## config.mk

```make
export PLATFORM = sky130hd
export DESIGN_NAME = writeback_unit_flat
export DESIGN_NICKNAME = d
export VERILOG_FILES = /design/src/rtl/writeback_unit_if.sv /design/src/rtl/writeback_unit.sv /design/src/flat_wrapper.sv
export SDC_FILE = /design/constraint.sdc
export NUM_CORES = 1
export LEC_CHECK = 0
export ABC_AREA = 1
export CAP_MARGIN = 20
export CELL_PAD_IN_SITES_DETAIL_PLACEMENT = 0
export CELL_PAD_IN_SITES_GLOBAL_PLACEMENT = 2
export CORE_MARGIN = 2
export CORE_UTILIZATION = 24
export CTS_BUF_LIST = sky130_fd_sc_hd__clkbuf_8
export DETAILED_ROUTE_END_ITERATION = 7
export PLACE_DENSITY = 0.93
export SLEW_MARGIN = 25
export SYNTH_ARGS = -nofsm -noshare
export SYNTH_HDL_FRONTEND = slang
export SYNTH_SLANG_ARGS = --single-unit
```

## constraint.sdc

```tcl
create_clock -name clk -period 2.43 [get_ports clk]
set_clock_uncertainty 0.05 [all_clocks]
set_input_delay 0.486 -clock clk [delete_from_list [all_inputs] [get_ports clk]]
set_output_delay 0.486 -clock clk [all_outputs]
set_load 0.05 [all_outputs]
```

## src/rtl/writeback_unit_if.sv

```systemverilog
`default_nettype none
// ============================================================================
//  Module      : writeback_unit_if
//  Description : Request / writeback bundle between the pipeline, data memory
//                and the writeback_unit. The csr_rdata member exists only when
//                WB_CSR_EN is defined.
//  Revision    : 1.0 - initial release
// ============================================================================
interface writeback_unit_if #(
    parameter int XLEN = 32
);
    logic            in_valid;
    logic            in_ready;
    logic [1:0]      sel_wb;
    logic [XLEN-1:0] alu_out;
    logic [XLEN-1:0] pc;
    logic [4:0]      rd_addr;
    logic            reg_we;
    logic [2:0]      funct3;
    logic [2:0]      addr_lsb;
    logic [XLEN-1:0] dmem_rdata;
    logic            dmem_rvalid;
`ifdef WB_CSR_EN
    logic [XLEN-1:0] csr_rdata;
`endif
    logic            wb_valid;
    logic            wb_we;
    logic [4:0]      wb_rd;
    logic [XLEN-1:0] wb_data;
    logic            stall;
    logic            load_err;

    modport master (
        output in_valid, sel_wb, alu_out, pc, rd_addr, reg_we, funct3, addr_lsb,
        output dmem_rdata, dmem_rvalid,
`ifdef WB_CSR_EN
        output csr_rdata,
`endif
        input  in_ready, wb_valid, wb_we, wb_rd, wb_data, stall, load_err
    );

    modport slave (
        input  in_valid, sel_wb, alu_out, pc, rd_addr, reg_we, funct3, addr_lsb,
        input  dmem_rdata, dmem_rvalid,
`ifdef WB_CSR_EN
        input  csr_rdata,
`endif
        output in_ready, wb_valid, wb_we, wb_rd, wb_data, stall, load_err
    );
endinterface
`default_nettype wire

```

## src/rtl/writeback_unit.sv

```systemverilog
`default_nettype none
// ============================================================================
//  Module      : writeback_unit
//  Description : Selects ALU / load / pc+4 / CSR result, aligns load data and
//                waits (with timeout) for late memory data. Optional CSR source
//                enabled by defining WB_CSR_EN.
//  Revision    : 1.0 - initial release
// ============================================================================
module writeback_unit #(
    parameter int XLEN    = 32,
    parameter int TIMEOUT = 15
) (
    input  wire logic           clk,
    input  wire logic           rst,
    writeback_unit_if.slave     bus
);

    localparam int CNT_W = (TIMEOUT < 2) ? 1 : $clog2(TIMEOUT + 1);
    localparam logic [CNT_W-1:0] C_CNT_LAST = CNT_W'(TIMEOUT - 1);

    typedef enum logic [0:0] {
        IDLE     = 1'b0,
        WAIT_MEM = 1'b1
    } state_t;

    state_t          state_q,    state_d;
    logic [CNT_W-1:0] cnt_q,     cnt_d;
    logic [4:0]      rd_q,       rd_d;
    logic            reg_we_q,   reg_we_d;
    logic [2:0]      funct3_q,   funct3_d;
    logic [2:0]      lsb_q,      lsb_d;
    logic            wb_valid_q, wb_valid_d;
    logic            wb_we_q,    wb_we_d;
    logic [4:0]      wb_rd_q,    wb_rd_d;
    logic [XLEN-1:0] wb_data_q,  wb_data_d;
    logic            load_err_q, load_err_d;

    // Shifting the word right by the lane offset puts the addressed byte,
    // halfword or word at bit 0; the case then sign- or zero-extends it.
    function automatic logic [XLEN-1:0] align_load(
        input logic [2:0]      f3,
        input logic [2:0]      lsb,
        input logic [XLEN-1:0] rdata
    );
        logic [2:0]      boff;
        logic [1:0]      hoff;
        logic            woff;
        logic [XLEN-1:0] bsh;
        logic [XLEN-1:0] hsh;
        logic [XLEN-1:0] wsh;
        logic [XLEN-1:0] res;
        boff = (XLEN == 64) ? lsb      : {1'b0, lsb[1:0]};
        hoff = (XLEN == 64) ? lsb[2:1] : {1'b0, lsb[1]};
        woff = (XLEN == 64) ? lsb[2]   : 1'b0;
        bsh  = rdata >> {boff, 3'b000};
        hsh  = rdata >> {hoff, 4'b0000};
        wsh  = rdata >> {woff, 5'b00000};
        res  = rdata;
        case (f3)
            3'b000: begin res = {XLEN{bsh[7]}};  res[7:0]  = bsh[7:0];  end
            3'b001: begin res = {XLEN{hsh[15]}}; res[15:0] = hsh[15:0]; end
            3'b010: begin res = {XLEN{wsh[31]}}; res[31:0] = wsh[31:0]; end
            3'b100: begin res = '0;              res[7:0]  = bsh[7:0];  end
            3'b101: begin res = '0;              res[15:0] = hsh[15:0]; end
            3'b110: begin res = '0;              res[31:0] = wsh[31:0]; end
            default: res = rdata;
        endcase
        return res;
    endfunction

    always_comb begin
        state_d    = state_q;
        cnt_d      = cnt_q;
        rd_d       = rd_q;
        reg_we_d   = reg_we_q;
        funct3_d   = funct3_q;
        lsb_d      = lsb_q;
        wb_valid_d = 1'b0;
        wb_we_d    = 1'b0;
        wb_rd_d    = wb_rd_q;
        wb_data_d  = wb_data_q;
        load_err_d = 1'b0;

        case (state_q)
            IDLE: begin
                if (bus.in_valid) begin
                    wb_valid_d = 1'b1;
                    wb_we_d    = bus.reg_we && (bus.rd_addr != 5'd0);
                    wb_rd_d    = bus.rd_addr;
                    case (bus.sel_wb)
                        2'b00: wb_data_d = bus.alu_out;
                        2'b10: wb_data_d = bus.pc + XLEN'(4);
                        2'b01: begin
                            if (bus.dmem_rvalid) begin
                                wb_data_d = align_load(bus.funct3, bus.addr_lsb, bus.dmem_rdata);
                            end else begin
                                wb_valid_d = 1'b0;
                                wb_we_d    = 1'b0;
                                state_d    = WAIT_MEM;
                                cnt_d      = '0;
                                rd_d       = bus.rd_addr;
                                reg_we_d   = bus.reg_we;
                                funct3_d   = bus.funct3;
                                lsb_d      = bus.addr_lsb;
                            end
                        end
                        default: begin
`ifdef WB_CSR_EN
                            wb_data_d = bus.csr_rdata;
`else
                            wb_data_d = bus.alu_out;
`endif
                        end
                    endcase
                end
            end
            WAIT_MEM: begin
                // Data arriving on the timeout cycle still takes priority.
                if (bus.dmem_rvalid) begin
                    state_d    = IDLE;
                    wb_valid_d = 1'b1;
                    wb_we_d    = reg_we_q && (rd_q != 5'd0);
                    wb_rd_d    = rd_q;
                    wb_data_d  = align_load(funct3_q, lsb_q, bus.dmem_rdata);
                end else if (cnt_q >= C_CNT_LAST) begin
                    state_d    = IDLE;
                    cnt_d      = cnt_q + CNT_W'(1);
                    wb_valid_d = 1'b1;
                    wb_rd_d    = rd_q;
                    wb_data_d  = '0;
                    load_err_d = 1'b1;
                end else begin
                    cnt_d = cnt_q + CNT_W'(1);
                end
            end
            default: state_d = IDLE;
        endcase
    end

    always_ff @(posedge clk) begin
        if (rst) begin
            state_q    <= IDLE;
            cnt_q      <= '0;
            rd_q       <= '0;
            reg_we_q   <= 1'b0;
            funct3_q   <= '0;
            lsb_q      <= '0;
            wb_valid_q <= 1'b0;
            wb_we_q    <= 1'b0;
            wb_rd_q    <= '0;
            wb_data_q  <= '0;
            load_err_q <= 1'b0;
        end else begin
            state_q    <= state_d;
            cnt_q      <= cnt_d;
            rd_q       <= rd_d;
            reg_we_q   <= reg_we_d;
            funct3_q   <= funct3_d;
            lsb_q      <= lsb_d;
            wb_valid_q <= wb_valid_d;
            wb_we_q    <= wb_we_d;
            wb_rd_q    <= wb_rd_d;
            wb_data_q  <= wb_data_d;
            load_err_q <= load_err_d;
        end
    end

    assign bus.in_ready = (state_q == IDLE);
    assign bus.stall    = (state_q == WAIT_MEM);
    assign bus.wb_valid = wb_valid_q;
    assign bus.wb_we    = wb_we_q;
    assign bus.wb_rd    = wb_rd_q;
    assign bus.wb_data  = wb_data_q;
    assign bus.load_err = load_err_q;

endmodule
`default_nettype wire

```

## src/flat_wrapper.sv

```systemverilog
// flat-port wrapper written by rule: the top's interface ports become plain ports
module writeback_unit_flat 
#(
    parameter int XLEN    = 32,
    parameter int TIMEOUT = 15
)
  (clk, rst, bus_in_valid, bus_sel_wb, bus_alu_out, bus_pc, bus_rd_addr, bus_reg_we, bus_funct3, bus_addr_lsb, bus_dmem_rdata, bus_dmem_rvalid, bus_in_ready, bus_wb_valid, bus_wb_we, bus_wb_rd, bus_wb_data, bus_stall, bus_load_err);
  writeback_unit_if #(.XLEN(XLEN)) bus_i ();
  input  wire logic clk;
  input  wire logic rst;
  input wire logic [$bits(bus_i.in_valid)-1:0] bus_in_valid;
  input wire logic [$bits(bus_i.sel_wb)-1:0] bus_sel_wb;
  input wire logic [$bits(bus_i.alu_out)-1:0] bus_alu_out;
  input wire logic [$bits(bus_i.pc)-1:0] bus_pc;
  input wire logic [$bits(bus_i.rd_addr)-1:0] bus_rd_addr;
  input wire logic [$bits(bus_i.reg_we)-1:0] bus_reg_we;
  input wire logic [$bits(bus_i.funct3)-1:0] bus_funct3;
  input wire logic [$bits(bus_i.addr_lsb)-1:0] bus_addr_lsb;
  input wire logic [$bits(bus_i.dmem_rdata)-1:0] bus_dmem_rdata;
  input wire logic [$bits(bus_i.dmem_rvalid)-1:0] bus_dmem_rvalid;
  output wire logic [$bits(bus_i.in_ready)-1:0] bus_in_ready;
  output wire logic [$bits(bus_i.wb_valid)-1:0] bus_wb_valid;
  output wire logic [$bits(bus_i.wb_we)-1:0] bus_wb_we;
  output wire logic [$bits(bus_i.wb_rd)-1:0] bus_wb_rd;
  output wire logic [$bits(bus_i.wb_data)-1:0] bus_wb_data;
  output wire logic [$bits(bus_i.stall)-1:0] bus_stall;
  output wire logic [$bits(bus_i.load_err)-1:0] bus_load_err;
  assign bus_i.in_valid = bus_in_valid;
  assign bus_i.sel_wb = bus_sel_wb;
  assign bus_i.alu_out = bus_alu_out;
  assign bus_i.pc = bus_pc;
  assign bus_i.rd_addr = bus_rd_addr;
  assign bus_i.reg_we = bus_reg_we;
  assign bus_i.funct3 = bus_funct3;
  assign bus_i.addr_lsb = bus_addr_lsb;
  assign bus_i.dmem_rdata = bus_dmem_rdata;
  assign bus_i.dmem_rvalid = bus_dmem_rvalid;
  assign bus_in_ready = bus_i.in_ready;
  assign bus_wb_valid = bus_i.wb_valid;
  assign bus_wb_we = bus_i.wb_we;
  assign bus_wb_rd = bus_i.wb_rd;
  assign bus_wb_data = bus_i.wb_data;
  assign bus_stall = bus_i.stall;
  assign bus_load_err = bus_i.load_err;
  writeback_unit #(.XLEN(XLEN), .TIMEOUT(TIMEOUT)) u_core (.clk(clk), .rst(rst), .bus(bus_i));
endmodule
```

==> impl_metrics.csv <==
group,metric,value,unit
run_status,status,"finished, final reports clean",
power_and_ir_drop,p_comb_frac,0.442,
critical_path,end_kind,"flip-flop",
power_and_ir_drop,powerDensity,415.9,mW/mm^2
clock_tree,worst_skew_pair.late_latency,0.32,ns
power_and_ir_drop,p_sw_frac,0.3936,
yosys,ys_ff_latch,56,
detailed_routing,routed_wl,23.01,mm
power_and_ir_drop,power.leakage,3.140,nW
power_and_ir_drop,p_clk_frac,0.220,
yosys,yosysTopAreaCell,"dfxtp_1",
floorplan,die_area,0.02258,sq mm
clock_tree,post_cts_buffers,0,
clock_tree,cts_sinks,56,
timing,max-slew-margin-rel,0.6433,
detailed_routing,wl_per_cell,16.99,microns
detailed_routing,firstDrtPassIters,5,
yosys,avgSynthCellArea,5.568,sq um
critical_path,arrival,2.35,ns
critical_path,startpoint_type,"input port",
placed_design,gp_congestion,0.9181,
finish,nets,1197,
detailed_routing,drc_errors,0,
yosys,netlist_instances,922,
clock_tree,hold_buffers,0,
placed_design,dpl.hpwl,18.69,mm
yosys,seq_area_frac_synth,0.2184,
floorplan,start_util,0.2442,
yosys,ys_top_cells_by_area,"dfxtp_1, nand2_1, a21oi_1, nand3_1, nor2_1",
timing,finalMaxSlewViolations,0,
clock_tree,cts-root-buf,"clkbuf_8",
hold_path,hold_path_startpoint,"u_core.rd_q[4]",
floorplan,core,0.02102,sq mm
timing,clock.fmax,466.6,MHz
global_routing,grt_overflow,0,
yosys,syn_area,0.005134,sq mm
detailed_routing,viasPerCell,4.836,
critical_path,crit_path_max_fanout,4,
clock_tree,htreeDepth,2,
critical_path,crit_slowest_cell,"clkdlybuf4s50_1",
run,drv_cap,0,
clock_tree,tritoncts,"yes",
finish,utilization,0.3483,
power_and_ir_drop,internal_power,1.846,mW
floorplan,die_h,150.3,microns
clock_tree,clk_path_buf_depth,2,
global_routing,grt_pass1_vias,6235,
critical_path,crit_required,2.64,ns
placed_design,place_area,0.007199,sq mm
detailed_routing,drt_iter0_markers,479,
timing,hold_viol,0,
timing,setup_viol,0,
timing,worst_slew_pin_slew,0.5334,ns
power_and_ir_drop,peakVddDrop,0.3540,mV
global_routing,antenna_found_initial,0,
global_routing,grt_use_total,0.2035,
floorplan,num_rows,53,
timing,finalCritPeriodShare,0.8820,
detailed_routing,ant_nets,0,
finish,fillCellCount,2372,
power_and_ir_drop,power.switching,1.198,mW
timing,min_period,2.143,ns
critical_path,r2r-start,"u_core.lsb_q[1]",
yosys,synth_cell_type_count,39,
finish,drive_gt1_frac,0.07322,
critical_path,crit_top_cell,"nand2_1",
global_routing,grt_pass1_wl,35.12,mm
finish,final_cell_area,0.007321,sq mm
clock_tree,ctsResizeCount,0,
floorplan,die_w,150.3,microns
floorplan,ios,156,
global_routing,grt_start_max_net_pins,40,
critical_path,crit_type,"input port to flip-flop",
yosys,ys_warn_count,0,
finish,diodes,0,
critical_path,crit_chain,"clkdlybuf4s50_1 > ha_1 > nand2_1 > nor2_1 > nand2_1 > nor2_2 > nand2_1 > nand2_1 > nand3_1 > nand3_1 > nand2_1 > a21oi_1",
timing,finalSetupTns,0,ns
power_and_ir_drop,seq_power_share,0.338,
placed_design,port_buffers,154,
finish,syn_to_final_growth,42.60,%
clock_tree,path_clk_slew,0.11,ns
critical_path,cpPeakStageDelay,0.49,ns
yosys,synth_top_area_frac,0.2184,
detailed_routing,vias,6548,
yosys,synth_nets,1041,
hold_path,hold_path_class,"flip-flop to flip-flop",
timing,grt_setup_unrepaired,"no",
critical_path,cp-startpoint,"bus_pc[2]",
clock_tree,cts_buffers,5,
-- state kept, by name, indices dropped and copies added (netlist names) --
register             count
u_core.bus.wb_valid      1
u_core.cnt_q             4
u_core.bus.load_err      1
u_core.bus.wb_we         1
u_core.bus.stall         1
u_core.funct3_q          3
u_core.bus.wb_data      32
u_core.reg_we_q          1
u_core.rd_q              5
u_core.lsb_q             2
u_core.bus.wb_rd         5
-- worst max-delay path: cells and delay by family --
kind,cells,cell delay [ns]
AO/OA/AOI/OAI,1,0.11
adder cells (fa/ha/maj),1,0.17
AND/OR/NAND/NOR,9,1.10
buffers and inverters,1,0.49
-- through the flow --
stage	cells	power [mW]	setup WS, ns	hold slack, ns
3_3_place_gp	1346	2.392	0.01105	0.4170
3_5_place_dp	1346	2.391	-0.02559	0.4244
2_1_floorplan	922	1.777	0.4274	0.3949
5_1_grt	1354	3.216	0.1371	0.4876
4_1_cts	1354	3.069	0.3092	0.4403
6_report	1354	3.044	0.2867	0.4384
-- final timing paths --
check,slack (ns),depth (start not counted),to
hold / removal,0.44,2,u_core.rd_q[4]
hold reg to reg,0.44,2,u_core.rd_q[4]
setup reg to reg,0.62,6,u_core.bus.wb_data[9]
setup / recovery,0.29,12,u_core.bus.wb_data[22]
-- cells in the final DEF, fill, tap and decap left out, drive strengths merged, types with 3 or more instances in the layout --
master	n
o221ai	3
buf	46
nand2	212
nor2	133
nor3	3
or2	11
dfxtp	56
o22ai	3
ha	5
clkdlybuf4s50	152
clkbuf	6
a21oi	128
o211ai	18
o21bai	8
o21ai	78
o2111ai	4
inv	98
nand3	101
xor2	3
-- cells by family (layout without fill, tap and decap cells) --
kind of cell / Yosys count / in the layout / synth area share
AO/OA/AOI/OAI: 250 / 250 / 0.2713
XOR/XNOR: 3 / 3 / 0.005119
adder cells (fa/ha/maj): 5 / 5 / 0.01219
buffers and inverters: 147 / 304 / 0.1170
flip-flops: 56 / 56 / 0.2184
AND/OR/NAND/NOR: 461 / 461 / 0.3761
-- per-layer routing --
layer | up-vias | track usage | part of all wire
met4 | 0 | 0.05660 | 0.031
met1 | 2955 | 0.2728 | 0.45
met3 | 31 | 0.02970 | 0.055
li1 | 3361 | - | -
met2 | 201 | 0.3400 | 0.46
met5 | - | 0 | 0
-- area by class of cell --
type / instances / area, sq um / area share
Tap cell: 275 / 344.1 / 0.04700
Clock inverter: 2 / 38.79 / 0.005298
Timing Repair Buffer: 198 / 1954 / 0.2670
Sequential cell: 56 / 1121 / 0.1531
Inverter: 98 / 367.9 / 0.05025
Multi-Input combinational cell: 719 / 3412 / 0.4661
Clock buffer: 6 / 82.58 / 0.01128
-- power by group through the flow --
stage / clock network, mW / registers [mW] / logic (mW)
after floorplan: 0 / 1.26 / 0.518
after global placement: 0 / 1.05 / 1.34
after detailed placement: 0 / 1.05 / 1.34
after CTS: 0.691 / 1.03 / 1.35
after global routing: 0.720 / 1.04 / 1.46
final: 0.671 / 1.03 / 1.34
-- cell usage after synthesis (all sizes together) --
master	instances
nand2	212
nor2	133
a21oi	128
nand3	101
inv	98
o21ai	78
dfxtp	56
clkbuf	25
buf	24
o211ai	18
or2	11
o21bai	8
ha	5
o2111ai	4
nor3	3
o221ai	3
o22ai	3
xor2	3
a211oi	2
a21o	2
o311ai	2
a31oi	1
nor4	1
o31ai	1
Note: power is estimated with default switching activity, not from simulation.
